==> src/rtl/lcd_text_functions_pkg.sv <==
// Character helpers shared by the LCD and UART text paths.
// Maps a 4-bit digit value to its uppercase ASCII hex character.
package lcd_text_functions_pkg;

   function automatic logic [7:0] ascii_of_hdigit(input logic [3:0] digit);
      return (digit < 4'd10) ? 8'h30 + {4'h0, digit} : 8'h37 + {4'h0, digit};
   endfunction

endpackage

==> src/rtl/sf_ascii_fmt_pkg.sv <==
// Shared types and helpers for the binary-to-ASCII field formatters.
// Holds the converter FSM states, ASCII constants and the double-dabble digit correction.
package sf_ascii_fmt_pkg;

   typedef enum logic [1:0] {
      ST_IDLE,
      ST_SHIFT,
      ST_FORMAT
   } t_bcd_conv_state;

   localparam logic [7:0] C_ASCII_SPACE = 8'h20;
   localparam logic [7:0] C_ASCII_ZERO  = 8'h30;
   localparam logic [7:0] C_ASCII_STAR  = 8'h2A;

   // Pre-shift correction so a BCD digit of 5..9 carries correctly when doubled.
   function automatic logic [3:0] bcd_add3_adjust(input logic [3:0] digit);
      return (digit >= 4'd5) ? digit + 4'd3 : digit;
   endfunction

endpackage

==> src/rtl/sf_errcnt_bcd_ascii.sv <==
// Sequential binary count to right-justified ASCII decimal/hex field converter.
// Decimal uses one double-dabble shift per clock; hex formats straight from the captured value.
module sf_errcnt_bcd_ascii
   import sf_ascii_fmt_pkg::*;
   import lcd_text_functions_pkg::*;
#(
   parameter int parm_bin_width = 32,
   parameter int parm_digits    = 8
) (
   input  logic                        i_clk_40mhz,
   input  logic                        i_rst_40mhz,
   input  logic                        i_start,
   input  logic [parm_bin_width-1:0]   i_value,
   input  logic                        i_hex_mode,
   input  logic                        i_blank_lead,
   output logic                        o_busy,
   output logic                        o_done,
   output logic [parm_digits*8-1:0]    o_ascii,
   output logic                        o_overflow
);

   localparam int BCD_W = 4 * parm_digits;
   localparam int EXT_W = (parm_bin_width > BCD_W) ? parm_bin_width : BCD_W;
   localparam int CNT_W = $clog2(parm_bin_width + 1);
   localparam logic [CNT_W-1:0] LAST_SHIFT = CNT_W'(parm_bin_width - 1);
   localparam logic [EXT_W-1:0] LOW_MASK   = EXT_W'({BCD_W{1'b1}});

   t_bcd_conv_state             state_q, state_d;
   logic [parm_bin_width-1:0]   bin_q, bin_d;
   logic [BCD_W-1:0]            bcd_q, bcd_d;
   logic [CNT_W-1:0]            cnt_q, cnt_d;
   logic                        hex_q, hex_d;
   logic                        blank_q, blank_d;
   logic                        ovf_q, ovf_d;
   logic                        busy_q, busy_d;
   logic                        done_q, done_d;
   logic [parm_digits*8-1:0]    ascii_q, ascii_d;
   logic                        overflow_q, overflow_d;

   logic [BCD_W-1:0]            bcd_adj;
   logic [EXT_W-1:0]            val_ext;
   logic                        fmt_ovf;
   logic [parm_digits*8-1:0]    fmt_text;
   logic [3:0]                  digit;
   logic                        leading;

   for (genvar g = 0; g < parm_digits; g++) begin : g_adj
      assign bcd_adj[4*g +: 4] = bcd_add3_adjust(bcd_q[4*g +: 4]);
   end

   // Text for the finished conversion; digits scanned from the most significant end.
   always_comb begin
      val_ext                      = '0;
      val_ext[parm_bin_width-1:0]  = bin_q;
      fmt_ovf  = hex_q ? |(val_ext & ~LOW_MASK) : ovf_q;
      fmt_text = '0;
      digit    = '0;
      leading  = blank_q;
      for (int i = parm_digits - 1; i >= 0; i--) begin
         digit = hex_q ? val_ext[4*i +: 4] : bcd_q[4*i +: 4];
         if (digit != 4'd0 || i == 0) leading = 1'b0;
         fmt_text[8*i +: 8] = leading ? C_ASCII_SPACE : ascii_of_hdigit(digit);
         if (fmt_ovf) fmt_text[8*i +: 8] = C_ASCII_STAR;
      end
   end

   always_comb begin
      // NOTE: every _d defaults to its _q first so no path through the case leaves a latch.
      state_d    = state_q;
      bin_d      = bin_q;
      bcd_d      = bcd_q;
      cnt_d      = cnt_q;
      hex_d      = hex_q;
      blank_d    = blank_q;
      ovf_d      = ovf_q;
      busy_d     = busy_q;
      done_d     = 1'b0;
      ascii_d    = ascii_q;
      overflow_d = overflow_q;
      case (state_q)
         ST_IDLE: begin
            // Blocking on done_q makes the earliest re-accept the edge after the pulse ends.
            if (i_start && !done_q) begin
               bin_d   = i_value;
               hex_d   = i_hex_mode;
               blank_d = i_blank_lead;
               busy_d  = 1'b1;
               if (i_hex_mode) begin
                  state_d = ST_FORMAT;
               end else begin
                  bcd_d   = '0;
                  ovf_d   = 1'b0;
                  cnt_d   = '0;
                  state_d = ST_SHIFT;
               end
            end
         end
         ST_SHIFT: begin
            bcd_d = {bcd_adj[BCD_W-2:0], bin_q[parm_bin_width-1]};
            bin_d = bin_q << 1;
            ovf_d = ovf_q | bcd_adj[BCD_W-1];
            cnt_d = cnt_q + CNT_W'(1);
            if (cnt_q == LAST_SHIFT) state_d = ST_FORMAT;
         end
         ST_FORMAT: begin
            ascii_d    = fmt_text;
            overflow_d = fmt_ovf;
            done_d     = 1'b1;
            busy_d     = 1'b0;
            state_d    = ST_IDLE;
         end
         default: state_d = ST_IDLE;
      endcase
   end

   // NOTE: registers update with <= so every flop samples the pre-edge values of the others.
   always_ff @(posedge i_clk_40mhz or negedge i_rst_40mhz) begin
      if (!i_rst_40mhz) begin
         state_q    <= ST_IDLE;
         bin_q      <= '0;
         bcd_q      <= '0;
         cnt_q      <= '0;
         hex_q      <= 1'b0;
         blank_q    <= 1'b0;
         ovf_q      <= 1'b0;
         busy_q     <= 1'b0;
         done_q     <= 1'b0;
         ascii_q    <= {parm_digits{C_ASCII_ZERO}};
         overflow_q <= 1'b0;
      end else begin
         state_q    <= state_d;
         bin_q      <= bin_d;
         bcd_q      <= bcd_d;
         cnt_q      <= cnt_d;
         hex_q      <= hex_d;
         blank_q    <= blank_d;
         ovf_q      <= ovf_d;
         busy_q     <= busy_d;
         done_q     <= done_d;
         ascii_q    <= ascii_d;
         overflow_q <= overflow_d;
      end
   end

   assign o_busy     = busy_q;
   assign o_done     = done_q;
   assign o_ascii    = ascii_q;
   assign o_overflow = overflow_q;

endmodule

==> config.mk <==
export PLATFORM = sky130hd
export DESIGN_NAME = sf_errcnt_bcd_ascii
export DESIGN_NICKNAME = d
export VERILOG_FILES = /design/src/rtl/lcd_text_functions_pkg.sv /design/src/rtl/sf_ascii_fmt_pkg.sv /design/src/rtl/sf_errcnt_bcd_ascii.sv
export SDC_FILE = /design/constraint.sdc
export NUM_CORES = 1
export LEC_CHECK = 0
export ABC_AREA = 1
export CORE_MARGIN = 1.5
export CORE_UTILIZATION = 59
export CTS_CLUSTER_SIZE = 16
export DETAILED_ROUTE_END_ITERATION = 7
export PLACE_DENSITY = 0.92
export SLEW_MARGIN = 20
export SYNTH_ARGS = -nofsm -noshare
export SYNTH_HDL_FRONTEND = slang
export SYNTH_SLANG_ARGS = --single-unit
==> constraint.sdc <==
create_clock -name i_clk_40mhz -period 4.8 [get_ports i_clk_40mhz]
set_clock_uncertainty 0.15 [all_clocks]
set_input_delay 0.48 -clock i_clk_40mhz [delete_from_list [all_inputs] [get_ports i_clk_40mhz]]
set_output_delay 0.48 -clock i_clk_40mhz [all_outputs]
set_load 0.05 [all_outputs]
# Word level (Yosys, flattened, before mapping)
# Cells that the tools add are included.
dict set report word_totals {
  reg_bits 142
  latch_bits 0
  ramBits 0
  mem_bits_ro 0
  input_bits 37
  out_inout_bits 67
  elab_cells 141
  n_memories 0
}
dict set report classes {
  addsub 25
  n_mul 0
  div_mod_pow 0
  n_lt_le_gt_ge 16
  n_eq_ne 6
  n_shift 0
  mux 65
  n_bitwise 1
  reduce_logical 17
}
# op count
set op_table {}
lappend op_table {{7-bit two-way mux} 21}
lappend op_table {{32-bit one-hot mux with 2 select lines} 2}
lappend op_table {{6-bit by 4-bit adder with 7-bit output, first input constant} 16}
lappend op_table {{32-bit two-way mux} 3}
lappend op_table {{4-bit two-way mux} 16}
lappend op_table {{4-bit by 2-bit adder with 4-bit output, second input constant} 8}
lappend op_table {{4-bit by 3-bit greater-or-equal comparator with 1-bit output, second input constant} 8}
lappend op_table {{4-bit < comparator, second input constant} 8}
lappend op_table {{4-bit nonzero test} 7}
lappend op_table {{8-bit two-way mux} 2}
lappend op_table {{1-bit two-way mux} 12}
lappend op_table {{6-bit two-way mux} 2}
lappend op_table {{6-bit one-hot mux with 2 select lines} 1}
lappend op_table {{2-bit AND reduction} 4}
lappend op_table {{6-bit by 1-bit adder with 6-bit output, second input constant} 1}
lappend op_table {{6-bit by 5-bit equality test with 1-bit output, second input constant} 1}
lappend op_table {{2-bit two-way mux} 3}
lappend op_table {{2-bit inequality test, second input constant} 3}
lappend op_table {{1-bit one-hot mux with 2 select lines} 2}
lappend op_table {{2-bit one-hot mux with 2 select lines} 1}
lappend op_table {{2-bit nonzero test} 2}
lappend op_table {{3-bit AND reduction} 1}
lappend op_table {{2-bit by 1-bit equality test with 1-bit output, second input constant} 1}
lappend op_table {{2-bit equality test, second input constant} 1}
lappend op_table {{other kinds (4)} 4}

# Depth between registers and ports, before layout
# Gate-level depths: netlist of the first run.
dict set report logic_depth {
  ltp_word 11
  mapped_depth 15
  mapped_depth_nobuf 13
}

# Worst setup path after synthesis of the first run
# OpenSTA, ideal clock, no wires.
dict set report synth_path {
  path_kind {register to register}
  from {register hex_q}
  to {register ascii_q[9], in the netlist o_ascii[9]}
  setup_time_ns 0.119
  t_arrival_ns 1.887
  t_required_ns 4.531
  path_slack_ns 2.644
  stages_incl_launch_ff 15
  path_buffers 3
  synth_period_minus_slack_ns 2.156
  cell_sequence {dfrtp_1 > buf_6 > buf_6 > buf_6 > o21ai_1 > ha_1 > nand2_1 > inv_1 > nand3_4 > nor2_4 > nand3_4 > nor2_4 > nand3_2 > nand2_1 > nand2_1}
}
dict set report synth_between {
  elab_chain_cells 11
  elab_cells_between_ends 28
  classes_between {add/sub (2); order compare (1); mux (18); reduce/logical (7)}
}
# element line
set synth_lines {}
lappend synth_lines {{start: declaration} sf_errcnt_bcd_ascii.sv:32} ;# logic hex_q, hex_d;
lappend synth_lines {{start signal: assignment} sf_errcnt_bcd_ascii.sv:123} ;# hex_q <= 1'b0;
lappend synth_lines {{start signal: assignment} sf_errcnt_bcd_ascii.sv:135} ;# hex_q <= hex_d;
lappend synth_lines {{4-bit two-way mux} sf_errcnt_bcd_ascii.sv:60} ;# digit = hex_q ? val_ext[4*i +: 4] : bcd_q[4*i +: 4];
lappend synth_lines {{4-bit nonzero test} sf_errcnt_bcd_ascii.sv:61} ;# if (digit != 4'd0 || i == 0) leading = 1'b0;
lappend synth_lines {{1-bit two-way mux (7 in a row)} sf_errcnt_bcd_ascii.sv:61}
lappend synth_lines {{7-bit two-way mux} sf_errcnt_bcd_ascii.sv:62} ;# fmt_text[8*i +: 8] = leading ? C_ASCII_SPACE : ascii_of_hdigit(digit);
lappend synth_lines {{7-bit two-way mux (*)} sf_errcnt_bcd_ascii.sv:63} ;# if (fmt_ovf) fmt_text[8*i +: 8] = C_ASCII_STAR;
lappend synth_lines {{end signal: assignment} sf_errcnt_bcd_ascii.sv:128} ;# ascii_q <= {parm_digits{C_ASCII_ZERO}};
lappend synth_lines {{end signal: assignment} sf_errcnt_bcd_ascii.sv:140} ;# ascii_q <= ascii_d;
lappend synth_lines {{end: declaration} sf_errcnt_bcd_ascii.sv:37} ;# logic [parm_digits*8-1:0] ascii_q, ascii_d;
# Every way passes the cells marked *; elsewhere a longest branch is shown, timed or not.
# A chain may end at the register's enable or synchronous reset.

# Worst setup path after layout of the first run
dict set report layout_path {
  from {register state_q[1]}
  to {register bin_q[26]}
}
dict set report layout_between {
  elab_chain_cells 3
  elab_cells_between_ends 6
  classes_between {eq/ne (2); mux (1); reduce/logical (3)}
}
# element line
set layout_lines {}
lappend layout_lines {{start: declaration} sf_errcnt_bcd_ascii.sv:28} ;# t_bcd_conv_state state_q, state_d;
lappend layout_lines {{start signal: assignment} sf_errcnt_bcd_ascii.sv:131} ;# state_q <= state_d;
lappend layout_lines {{2-bit by 1-bit equality test with 1-bit output / 2-bit zero test (equally long branches)} sf_errcnt_bcd_ascii.sv:80} ;# case (state_q)
lappend layout_lines {{2-bit nonzero test (no source line) / 2-bit inequality test (equally long branches)} n/a}
lappend layout_lines {{2-bit AND reduction (no source line)} n/a}
lappend layout_lines {{end signal: assignment} sf_errcnt_bcd_ascii.sv:132} ;# bin_q <= bin_d;
lappend layout_lines {{end: declaration} sf_errcnt_bcd_ascii.sv:29} ;# logic [parm_bin_width-1:0] bin_q, bin_d;
# Parallel ways exist; a longest one is shown, timed or not.

==> metrics.log, run 1 <==
INFO  metric cap_violations = 0
INFO  metric stdcell_count = 1097
INFO  metric post-synth-top-area-cell = dfrtp_1
INFO  metric vdd.ir_drop.worst = 0.376 mV
INFO  metric worstPathCellList = inv_1, nand2_1, inv_2, buf_4, nor3_1, a221oi_1
INFO  metric cts.path.max_buffers = 2
INFO  metric antenna-diode-count = 0
INFO  metric final.setup.tns = 0 ps
INFO  metric clock_tree.root_cell = clkbuf_16
INFO  metric ys_ff_latch = 134
INFO  metric layout.filler_cells = 774
INFO  metric cts-hold-fix-buffers = 0
INFO  metric hold_violations = 0
INFO  metric drt-vias-per-instance = 5.91
INFO  metric worst_slew_pin_slew = 1100 ps
INFO  metric synth_top_area_frac = 0.405
INFO  metric power_leakage = 4.01 nW
INFO  metric total_die_area = 13000 um2
INFO  metric slew_headroom = 0.267
INFO  metric synth_commonest_cells = 155 x nand2_1, 118 x dfrtp_1, 114 x inv_1
INFO  metric post_cts_repair_setup_buffers = 0
INFO  metric grt_antenna_before_repair = 0
INFO  metric rows = 40
INFO  metric critPathLaunchType = flop
INFO  metric largest_net_degree_at_the_start_of_global_routing = 135
INFO  metric number_of_sinks_driven_by_the_clock_tree = 134
INFO  metric gr-usage-all-layers = 0.301
INFO  metric hpwl = 12.1 mm
INFO  metric timing.critical_path.slowest_cell_delay = 700 ps
INFO  metric critPathLaunch = state_q[1]
INFO  metric synth_seq_area_share = 0.463
INFO  metric finalMaxSlewViolations = 0
INFO  metric critical_path_class = reg2reg
INFO  metric final-setup-viol-count = 0
INFO  metric finalPower = 0.00732 W
INFO  metric dr.first_iter.drc_count = 882
INFO  metric multiInputGateArea = 3230 um2
INFO  metric crit_path_end_kind = flop
INFO  metric routed_wire_length_per_instance = 17.0 um
INFO  metric max_clock_freq = 345 MHz
INFO  metric worst_path_max_delay_cell = inv_2
INFO  metric final_antenna_net_count = 0
INFO  metric die_w = 114 um
INFO  metric post_route_cells_drive_above_1_share = 0.0958
INFO  metric grt-ovfl-total = 0
INFO  metric grt_setup_unrepaired = false
INFO  metric portBuffers = 95
INFO  metric dpl.cell_count = 1065
INFO  metric number_of_global_route_vias_before_repair = 6286
INFO  metric post_synth_inst_count = 853
INFO  metric yosys_warnings = 0
INFO  metric grt_pass1_wl = 30.7 mm
INFO  metric post-synth-top-count-cell = nand2_1
INFO  metric critPathMaxFanout = 44
INFO  metric area_of_the_core = 12000 um2
INFO  metric worstReg2RegStart = state_q[1]
INFO  metric powerDensity = 832 nW/um2
INFO  metric cp_num_cells = 6
INFO  metric detail_route.drc_violations = 0
INFO  metric worst_hold_slack = 12.0 ps
INFO  metric cts_buffers = 17
INFO  metric post_cts.resized_instances = 0
INFO  metric synth_flop_cell = dfrtp_1
INFO  metric cp.buffers_inverters = 3
INFO  metric cp_data_arrival_time = 3060 ps
INFO  metric worst_r2r_path_depth = 6
INFO  metric num_vias = 6480
INFO  metric post-route-min-period = 2900 ps
INFO  metric r2r_slack = 1900 ps
INFO  metric regArea = 3370 um2
INFO  metric clk_pin_slew_worst_paths = 60 ps
INFO  metric layout-area-overhead-vs-synth = 20.7%
INFO  metric place.gp.congestion = 0.871
INFO  metric dieHeight = 114 um
INFO  metric detailedRoute.firstPassIterationCount = 7
INFO  metric final_min_period_over_clock_period = 0.605
INFO  metric endpoint = bin_q[26]
INFO  metric syn_area = 7290 um2
INFO  metric tritoncts = yes
INFO  metric hold_path_class = in2async
INFO  metric worst_path_dominant_cell_family = buffers and inverters
INFO  metric clock_tree.htree_level_count = 4
INFO  metric postRouteWirelength = 18.7 mm
INFO  metric synth_enable_flop_cells = 0
INFO  metric post-route-util = 0.733
INFO  metric start_util = 0.607
INFO  metric clk-insertion-delay-late = 420 ps
INFO  metric timing.critical_path.required = 4950 ps
INFO  metric postSynth.asyncResetShare = 1.00
INFO  metric synth.avg_cell_area = 8.55 um2
INFO  metric layout.nets = 1006
INFO  metric run_status = complete, no violations
INFO  metric worst_r2r_endpoint = bin_q[26]
INFO  metric ys_types = 43
INFO  metric synth.area.top_cells = dfrtp_1 41%, nand2_1 8.0%, inv_1 5.9%
INFO  metric io-pin-count = 104
==> through the flow <==
stage | setup WS [ps] | cell area, um2
after detailed placement | 1920 | 8240
after CTS | 1960 | 8800
final | 1900 | 8800
after floorplan | 2640 | 7320
after global placement | 1950 | 8240
after global routing | 1690 | 8800
==> area by class of cell <==
type / count / area share
clock buffer: 29 / 0.0614
clock inverter: 3 / 0.00199
sequential: 134 / 0.383
inverter: 117 / 0.0499
multi-input combinational: 564 / 0.366
tap: 147 / 0.0209
timing repair buffer: 103 / 0.116
==> report_power, final <==
part           switching [W]  total [W]  internal (W)
clock               0.000470    0.00123      0.000756
sequential          0.000315    0.00198       0.00166
combinational        0.00283    0.00412       0.00129
total                0.00362    0.00732       0.00370
==> routing by layer <==
metal | routed length, um | vias up | GRT usage
met1 | 7670 | 3092 | 0.399
met2 | 9180 | 343 | 0.489
met3 | 1430 | 39 | 0.0609
li1 | - | 3006 | -
met5 | 0 | - | 0
met4 | 399 | 0 | 0.117
==> sequential cells by signal, summed over array words and instances (netlist names) <==
signal      count
ovf_q           1
bin_q          32
o_overflow      1
cnt_q           6
o_done          1
o_ascii        56
blank_q         1
o_busy          1
state_q         2
bcd_q          32
hex_q           1
==> worst min-delay path by stage <==
stage | end | startpoint | depth (start not counted) | slack (ps)
6_report | o_ascii[8] | i_rst_40mhz | 2 | 10
5_1_grt | o_ascii[8] | i_rst_40mhz | 2 | 100
4_1_cts | o_ascii[8] | i_rst_40mhz | 2 | 60
3_5_place_dp | o_ascii[20] | o_ascii[20] | 2 | 310
3_3_place_gp | o_ascii[12] | o_ascii[12] | 2 | 310
2_1_floorplan | bcd_q[0] | i_rst_40mhz | 0 | 30
==> cell usage in the layout, fill, tap and decap left out, drive strengths merged, types with 29 or more instances in the layout <==
cell             n
ha              32
inv            117
a21oi           29
nand2          164
o21ai           93
nor3            35
nor2            80
clkbuf          29
a221oi          31
clkdlybuf4s50   94
dfrtp          118
==> cell families after synthesis <==
group / share of synthesized area
simple gates: 0.184
flops: 0.463
compound gates: 0.175
xor+xnor: 0.0240
other cells: 0.000514
fa+ha+maj: 0.0549
buf+inv: 0.0985
No activity file was read; power rests on OpenSTA's default activity.
==> run 2, diff against run 1 <==
--- a/config.mk
+++ b/config.mk
@@ -7,10 +7,10 @@
 export LEC_CHECK = 0
 export ABC_AREA = 1
 export CORE_MARGIN = 1.5
-export CORE_UTILIZATION = 59
+export CORE_UTILIZATION = 55
 export CTS_CLUSTER_SIZE = 16
 export DETAILED_ROUTE_END_ITERATION = 7
-export PLACE_DENSITY = 0.92
+export PLACE_DENSITY = 0.87
 export SLEW_MARGIN = 20
 export SYNTH_ARGS = -nofsm -noshare
 export SYNTH_HDL_FRONTEND = slang
==> constraint.sdc (replaced) <==
create_clock -name i_clk_40mhz -period 2.75 [get_ports i_clk_40mhz]
set_clock_uncertainty 0.15 [all_clocks]
set_input_delay 0.275 -clock i_clk_40mhz [delete_from_list [all_inputs] [get_ports i_clk_40mhz]]
set_output_delay 0.275 -clock i_clk_40mhz [all_outputs]
set_load 0.05 [all_outputs]
==> metrics.log, run 2 (same netlist as run 1, synthesis figures left out) <==
INFO  metric slew_headroom = 0.414 (+0.147)
INFO  metric layout.nets = 1016 (+0.99%)
INFO  metric cap_violations = 0 (unchanged)
INFO  metric routed_wire_length_per_instance = 16.5 um (-2.8%)
INFO  metric p_clk_frac = 0.171 (+0.004)
INFO  metric cp_data_arrival_time = 2630 ps (-430 ps)
INFO  metric worst_hold_slack = 258 ps (+246 ps)
INFO  metric dr.first_iter.drc_count = 953 (+8.0%)
INFO  metric tritoncts = yes
INFO  metric postRouteWirelength = 18.7 mm (+0.26%)
INFO  metric final_antenna_net_count = 0 (unchanged)
INFO  metric clock_tree.htree_level_count = 4 (unchanged)
INFO  metric start_util = 0.571 (-0.0362)
INFO  metric final-setup-viol-count = 0 (unchanged)
INFO  metric layout.cells.most_common_list = 155 x nand2_1, 117 x dfrtp_1, 113 x inv_1
INFO  metric seqPwrFrac = 0.266 (-0.004)
INFO  metric critical_path_class = reg2reg
INFO  metric number_of_sinks_driven_by_the_clock_tree = 134 (unchanged)
INFO  metric worstPathCellList = buf_4, o21ai_0, ha_1, nand2_1, o21ai_0, nor2_1, nand2_1, nand2_1
INFO  metric gr-usage-all-layers = 0.277 (-0.0234)
INFO  metric grt_antenna_before_repair = 0 (unchanged)
INFO  metric worst_path_max_delay_cell = o21ai_0
INFO  metric place.gp.congestion = 0.857 (-1.7%)
INFO  metric die_w = 118 um (+3.5%)
INFO  metric rows = 41 (+2.5%)
INFO  metric number_of_global_route_vias_before_repair = 6326 (+0.64%)
INFO  metric detailedRoute.firstPassIterationCount = 6 (-1)
INFO  metric cp_num_cells = 8 (+2)
INFO  metric fraction_of_power_spent_switching_nets = 0.489 (-0.00509)
INFO  metric post_cts.resized_instances = 0 (unchanged)
INFO  metric final_min_period_over_clock_period = 0.882 (+0.278)
INFO  metric hold_violations = 0 (unchanged)
INFO  metric layout-area-overhead-vs-synth = 22.8%
INFO  metric vdd.ir_drop.worst = 0.575 mV (+53%)
INFO  metric dieHeight = 118 um (+3.5%)
INFO  metric antenna-diode-count = 0 (unchanged)
INFO  metric grt_pass1_wl = 31.0 mm (+1.1%)
INFO  metric final.setup.tns = 0 ps (unchanged)
INFO  metric detail_route.drc_violations = 0 (unchanged)
INFO  metric timing.critical_path.slowest_cell_delay = 630 ps (-70 ps)
INFO  metric portBuffers = 95 (unchanged)
INFO  metric cts_buffers = 17 (unchanged)
INFO  metric largest_net_degree_at_the_start_of_global_routing = 50 (-63%)
INFO  metric num_vias = 6566 (+1.3%)
INFO  metric max_clock_freq = 412 MHz (+20%)
INFO  metric crit_path_end_kind = flop
INFO  metric total_die_area = 14000 um2 (+7.1%)
INFO  metric area_of_the_core = 12800 um2 (+6.3%)
INFO  metric clk-insertion-delay-late = 420 ps (about the same)
INFO  metric powerDensity = 1450 nW/um2 (+74%)
INFO  metric critPathMaxFanout = 26 (-41%)
INFO  metric worst_slew_pin_slew = 876 ps (-223 ps)
INFO  metric clock_tree.root_cell = clkbuf_16
INFO  metric critPathLaunchType = flop
INFO  metric cellInternalPower = 0.00663 W (+79%)
INFO  metric grt-ovfl-total = 0 (unchanged)
INFO  metric critical-path-top-cell-by-count = nand2_1
INFO  metric timing.critical_path.required = 2960 ps (-1990 ps)
INFO  metric finalPower = 0.0130 W (+77%)
INFO  metric share_comb_of_total_power = 0.563 (about the same)
INFO  metric power.switching = 0.00635 W (+76%)
INFO  metric clk_pin_slew_worst_paths = 60 ps (about the same)
INFO  metric cp.buffers_inverters = 1 (-2)
INFO  metric run_status = complete, no violations
INFO  metric worst_path_dominant_cell_family = compound AO/OA/AOI/OAI gates
INFO  metric post-route-min-period = 2430 ps (-475 ps)
INFO  metric finalMaxSlewViolations = 0 (unchanged)
INFO  metric hpwl = 12.9 mm (+6.5%)
INFO  metric number_of_flip_flops_in_the_largest_register = 56 (unchanged)
INFO  metric post_route_cells_drive_above_1_share = 0.106 (+0.0105)
INFO  metric drt-vias-per-instance = 5.80 (-1.8%)
INFO  metric power_leakage = 4.07 nW (+1.6%)
INFO  metric worst_r2r_path_depth = 8 (+2)
INFO  metric grt_setup_unrepaired = false
INFO  metric io-pin-count = 104 (unchanged)
INFO  metric cts.path.max_buffers = 2 (unchanged)
INFO  metric hold_path_class = in2async
INFO  metric layout.cells.most_common = nand2_1
## run 2: cell count changes in the layout (fill, tap and decap cells not counted), sizes merged
cell,delta
buf,+9
bufinv,+2
clkbuf,-6
clkinv,+3
clkinvlp,+1
dlygate4sd3,+1
## run 2: through the flow
stage	std cells	utilization	area, um2	worst slack (ps)
floorplan	860	-	7320	594
detailed placement	1099	0.655	8370	466
CTS	1132	0.701	8960	385
finish	1132	0.701	8960	324
global route	1132	0.701	8960	150
global placement	1099	0.655	8370	529
## run 2: what timing repair did
action | 4_1_cts | 5_1_grt
hold buffers | 1 | 0
setup buffers | 0 | 0
endpoints found under the hold margin | 41 | 0
setup endpoints to repair | 0 | 0
## run 2: metal layers
layer | part of all wire | up-vias | track usage
met5 | 0 | - | 0
met4 | 0.028 | 0 | 0.104
met3 | 0.071 | 56 | 0.0627
met2 | 0.48 | 323 | 0.438
met1 | 0.42 | 3168 | 0.375
li1 | - | 3019 | -
## run 2: final cells by class
cell class                      instances  area [um2]
Inverter                              117         439
Sequential cell                       134        3370
Timing Repair Buffer                  113        1120
Multi-Input combinational cell        564        3230
Tap cell                              172         215
Fill cell                             909        3820
Clock buffer                           23         478
Clock inverter                          9         100
## run 2: final timing paths
check	from	endpoint	slack, ps
setup / recovery	hex_q	o_ascii[9]	320
setup reg to reg	hex_q	o_ascii[9]	320
hold reg to reg	o_ascii[20]	o_ascii[20]	320
max in group asynchronous	i_rst_40mhz	o_ascii[36]	1490
min in group i_clk_40mhz	o_ascii[20]	o_ascii[20]	320
hold / removal	i_rst_40mhz	o_ascii[51]	260
## run 2: power groups by stage
stage | registers [W] | clock network [W] | logic, W
CTS | 0.00344 | 0.00223 | 0.00722
detailed placement | 0.00345 | 0 | 0.00708
finish | 0.00345 | 0.00223 | 0.00731
floorplan | 0.00471 | 0 | 0.00387
global route | 0.00354 | 0.00233 | 0.00790
global placement | 0.00341 | 0 | 0.00686
==> RTL change 1: new RTL, flow settings as in run 2 <==
The 3 states of `t_bcd_conv_state` get a one-hot encoding in 3 bits.
--- a/src/rtl/sf_ascii_fmt_pkg.sv
+++ b/src/rtl/sf_ascii_fmt_pkg.sv
@@ -3,8 +3,8 @@
 package sf_ascii_fmt_pkg;
 
-   typedef enum logic [1:0] {
-      ST_IDLE,
-      ST_SHIFT,
-      ST_FORMAT
+   typedef enum logic [2:0] {
+      ST_IDLE   = 3'b001,
+      ST_SHIFT  = 3'b010,
+      ST_FORMAT = 3'b100
    } t_bcd_conv_state;
 
Behaviour: same outputs for any inputs over 10 cycles, from zero or initial values and one cycle with i_rst_40mhz low; not proved beyond that.
==> RTL change 1 against run 2 <==
- synthesized cell count increased by 2.1%
- wire length is 0.69% lower
- first-iteration DRC count fell by 31%
- critical path type unchanged
- worst setup slack better by 31 ps
- die area increased by 1.7%
- count of clock-buffer cells in the layout up 7
- power decreased by 12%
- area after synthesis is 1.7% higher
- worst hold slack got worse by 19 ps
- clock power down 3%
- sequential cell count is 1 higher
- final area up 0.77%
==> RTL change 1: results (changes against run 2) <==
Run status
  – Status: completed

Drt
  – DR iter-0 viols: 653 (-31%)
  – DR top layer: met4
  – Met2 WL: 9490 um (+6.2%)
  – WL met3: 988 um (-26%)
  – First-pass iteration count of the detailed router: 5 (-1)
  – Wl on met1: 7560 um (-4.8%)
  – Wirelength, routed: 18600 um (-0.69%)
  – DR vias: 6431 (-2.1%)

Global routing
  – Initial antenna violation count: 0 (unchanged)
  – First-pass GRT wire length: 31100 um (+0.33%)
  – Largest net degree at the start of global routing: 54 (+8.0%)
  – Total track usage: 27.9% (+0.14 points)

Power
  – Leak: 4.11 nW (+0.89%)
  – Comb. pwr: 6.10 mW (-17%)
  – Maximum vdd drop: 0.000765 V (+33%)
  – Sw frac: 46.8% (-2.1 points)
  – Reg power frac: 28.0% (+1.4 points)
  – Combinational Power Share: 53.1% (-3.2 points)

Clocking
  – Post-CTS Repair Setup Buffers: 0 (unchanged)
  – Clk_lat worst skew: 430 ps
  – Clk buf depth: 2 (unchanged)
  – Htree depth: 4 (unchanged)
  – Post-CTS Hold Buffers: 1 (unchanged)
  – Reg clk slew, reported paths: 60 ps (about the same)
  – Resized Gates After CTS: 0 (unchanged)
  – Total CTS buffers: 17 (unchanged)

Synthesis
  – Yosys cell types: 46 (+7.0%)
  – YS warnings: 0 (unchanged)
  – Top post-synthesis cells by area: dfrtp_1 (40%), nand2_1 (9.3%), dfstp_2 (6.0%)
  – Synth top cells by count: nand2_1 (183), dfrtp_1 (118), inv_1 (113), nor2_1 (62), o21ai_0 (56)
  – Main flop type after synthesis: dfrtp_1
  – Post-synthesis sequential area ratio: 45.8% (-0.42 points)

Placed design
  – Routability cong.: 0.909 (+6.1%)
  – DP Wirelength: 13000 um (+1.0%)
  – DP Worst Slack: 438 ps (-28.2 ps)
  – Count of buffers from port buffering: 95 (unchanged)

STA
  – Worst-margin pin slew: 696 ps (-179 ps)

Final layout
  – Share of cells above drive strength 1: 10.3% (-0.35 points)
  – Max reg flops: 56 (unchanged)
  – Antenna fix cells: 0 (unchanged)
  – Final net count: 1029 (+1.3%)

Setup path
  – CP max FO: 23 (-12%)

Worst hold path
  – Worst hold path class: primary input to flip-flop
RTL change 1: critical path, stage by stage (launching register included):
cell     delay [ps]
dfrtp_2         630
nand2_1         100
o21ai_1         180
ha_1            200
nand2_1          50
inv_1            80
nand3_4         100
nor2_4          180
nand3_2         140
nor2_4          180
nand3_2         110
nand2_1         100
nand2_1          70
RTL change 1: per-layer routing:
metal	GRT usage, %	vias to the layer above
met5	0	-
met2	47.7	230
met3	5.75	54
li1	-	3047
met4	12.5	0
met1	34.0	3100
RTL change 1: cell families (layout without fill, tap and decap cells):
| group | count (synthesis) | in the layout | synth area share [%] |
|---|---|---|---|
| and+or+nand+nor | 324 | 324 | 18.8 |
| AOI/OAI and AO/OA | 194 | 194 | 17.3 |
| buffers and inverters | 164 | 259 | 10.1 |
| DFF | 135 | 135 | 45.8 |
| adders and majority gates | 32 | 32 | 5.40 |
| xor gates and xnor gates | 21 | 21 | 2.48 |
| other | 1 | 8 | 0.0506 |
RTL change 1: worst paths after layout:
kind / from / end / slack (ps) / cells after the start
max: hex_q / o_ascii[8] / 350 / 12
min: i_blank_lead / blank_q / 240 / 3
max reg2reg: hex_q / o_ascii[8] / 350 / 12
min reg2reg: o_ascii[60] / o_ascii[60] / 320 / 2
max in group asynchronous: i_rst_40mhz / o_ascii[53] / 1280 / 3
min in group asynchronous: i_rst_40mhz / o_overflow / 290 / 2
RTL change 1: final cells by class:
cell class	instances	area [sq um]
multi-input combinational	579	3300
clock inverter	2	35.0
sequential	135	3400
tap	176	220
clock buffer	30	524
timing repair buffer	108	1100
inverter	119	447
fill	993	4170
RTL change 1: metrics by stage:
stage,instance area (sq um),cells
finish,9020,1149
floorplan,7440,878
detailed placement,8460,1116
global placement,8460,1116
CTS,9020,1149
global route,9020,1149
==> RTL change 2: new RTL, config.mk and constraints of run 2 <==
Without the edit above. The parameter `parm_digits` goes from 8 to 16.
--- a/src/rtl/sf_errcnt_bcd_ascii.sv
+++ b/src/rtl/sf_errcnt_bcd_ascii.sv
@@ -6,5 +6,5 @@
 #(
    parameter int parm_bin_width = 32,
-   parameter int parm_digits    = 8
+   parameter int parm_digits    = 16
 ) (
    input  logic                        i_clk_40mhz,
Interface: changed (resized o_ascii); port bits go from 104 to 168. No check against the original RTL was run, so the function may have changed too.
==> RTL change 2 against run 2 <==
- combinational power rose by 46%
- sequential cell count increased by 88
- clock power increased by 34%
- final area grew 67%
- power rose by 48%
- wire length is 84% higher
- worst setup slack worse by 280 ps
- area after synthesis is 66% higher
- final cell count up 67%
- worst hold slack got worse by 75 ps
- utilization shrank 1.2 points
- via count increased by 70%
- count of clock-buffer cells in the layout up 14
==> RTL change 2: results (changes against run 2) <==
Worst hold path
  – Worst hold path class: primary input to flip-flop

Placed design
  – Count of buffers from port buffering: 151 (+59%)
  – DP Cell Count: 1825 (+66%)

Clocking
  – Clk_lat worst skew: 520 ps (+100 ps)
  – Total CTS buffers: 23 (+6)
  – Clk buf depth: 3 (+1)
  – Htree depth: 1 (-3)

Setup path
  – Register-to-Register Path Depth: 14 (+6)
  – CP max FO: 8 (-69%)
  – WP data arrival: 2960 ps (+330 ps)
  – R2R setup slack: 50 ps (-280 ps)
  – FF-to-FF End: o_ascii[25]

Synthesis
  – Post-synthesis cell count: 1429 (+68%)
  – Synth top cells by count: nand2_1 (282), dfrtp_1 (190), inv_1 (172), nor2_1 (148), o21ai_0 (128)
  – Post-synthesis sequential area ratio: 46.3% (about the same)
  – Top post-synthesis cells by area: dfrtp_1 (39%), nand2_1 (8.8%), dfstp_2 (7.0%)

Drt
  – Met2 WL: 16500 um (+85%)
  – DR vias: 11.1k (+70%)
  – Wirelength, routed: 34500 um (+84%)
  – Wl on met1: 13500 um (+70%)
  – WL met3: 3170 um (+140%)
  – Wire length per cell: 18.3 um (+10%)
  – DR iter-0 viols: 1108 (+16%)

Power
  – Leak: 6.81 nW (+67%)

Global routing
  – Total track usage: 28.6% (+0.83 points)
  – Largest net degree at the start of global routing: 83 (+66%)
  – Vias in the first global route: 10.5k (+66%)
  – First-pass GRT wire length: 52000 um (+67%)

Final layout
  – Final net count: 1696 (+67%)
  – Share of cells above drive strength 1: 10.1% (-0.51 points)
  – Max reg flops: 112 (+100%)

STA
  – Final hold slack: 184 ps (-74.8 ps)
  – Worst-margin pin slew: 961 ps (+85.5 ps)

Run status
  – Status: completed
## RTL change 2: worst max path at each step
stage,startpoint,slack [ps],cells after the start,to
6_report,hex_q,50,14,o_ascii[25]
5_1_grt,hex_q,-70,13,o_ascii[9]
4_1_cts,hex_q,90,13,o_ascii[9]
3_5_place_dp,hex_q,110,13,o_ascii[9]
3_3_place_gp,hex_q,220,13,o_ascii[9]
2_1_floorplan,hex_q,40,18,o_ascii[9]
## RTL change 2: layer usage
layer,vias to the layer above,track usage (%)
li1,5065,-
met1,5348,38.3
met2,625,47.3
met3,102,4.43
met4,0,9.51
met5,-,0
## RTL change 2: stage by stage
stage                     cell area, sq um  setup slack, ps
after floorplan                      12200             43.9
after global placement               13900              219
after detailed placement             13900              113
after CTS                            14600             88.0
after global routing                 15000            -74.5
final                                15000             47.7
## RTL change 2: critical path: stages, from the launching register on
cell and delay [ps]:
dfrtp_2 500, clkinv_4 170, buf_8 180, nand2_1 120, ha_1 170, nand2_1 90, nor2_2 180, nand4_4 150
nor2_4 190, nand4_4 130, nor2_4 200, buf_4 130, nand2_1 70, nand4_1 90, nand2_1 60
## RTL change 2: cell type report
| type | count | area [sq um] |
|---|---|---|
| clock buffers | 37 | 678 |
| well taps | 280 | 350 |
| flip-flops and latches | 222 | 5600 |
| fillers | 1519 | 6740 |
| clock inverters | 4 | 20.0 |
| inverters | 177 | 669 |
| multi-input cells | 971 | 5660 |
| repair buffers | 200 | 1980 |
## RTL change 2: power by group
| part | leakage [nW] | internal (mW) | switching [mW] |
|---|---|---|---|
| Sequential | 2.78 | 4.57 | 0.926 |
| Clock | 0.346 | 1.68 | 1.30 |
| Combinational | 3.69 | 3.41 | 7.28 |
## RTL change 2: repair_timing
action | 4_1_cts | 5_1_grt
buffers inserted | 0 | 23
resized for setup | 0 | 49
setup endpoints to repair | 0 | 7
endpoints found under the hold margin | 58 | 0
hold buffers | 1 | 0
## RTL change 2: kinds of logic after synthesis
logic type | count (synthesis) | share of synthesized area, %
simple gates | 513 | 18.0
compound gates | 329 | 16.9
buf+inv | 251 | 8.55
flops | 222 | 46.3
fa+ha+maj | 64 | 6.62
xor+xnor | 49 | 3.55
other cells | 1 | 0.0310
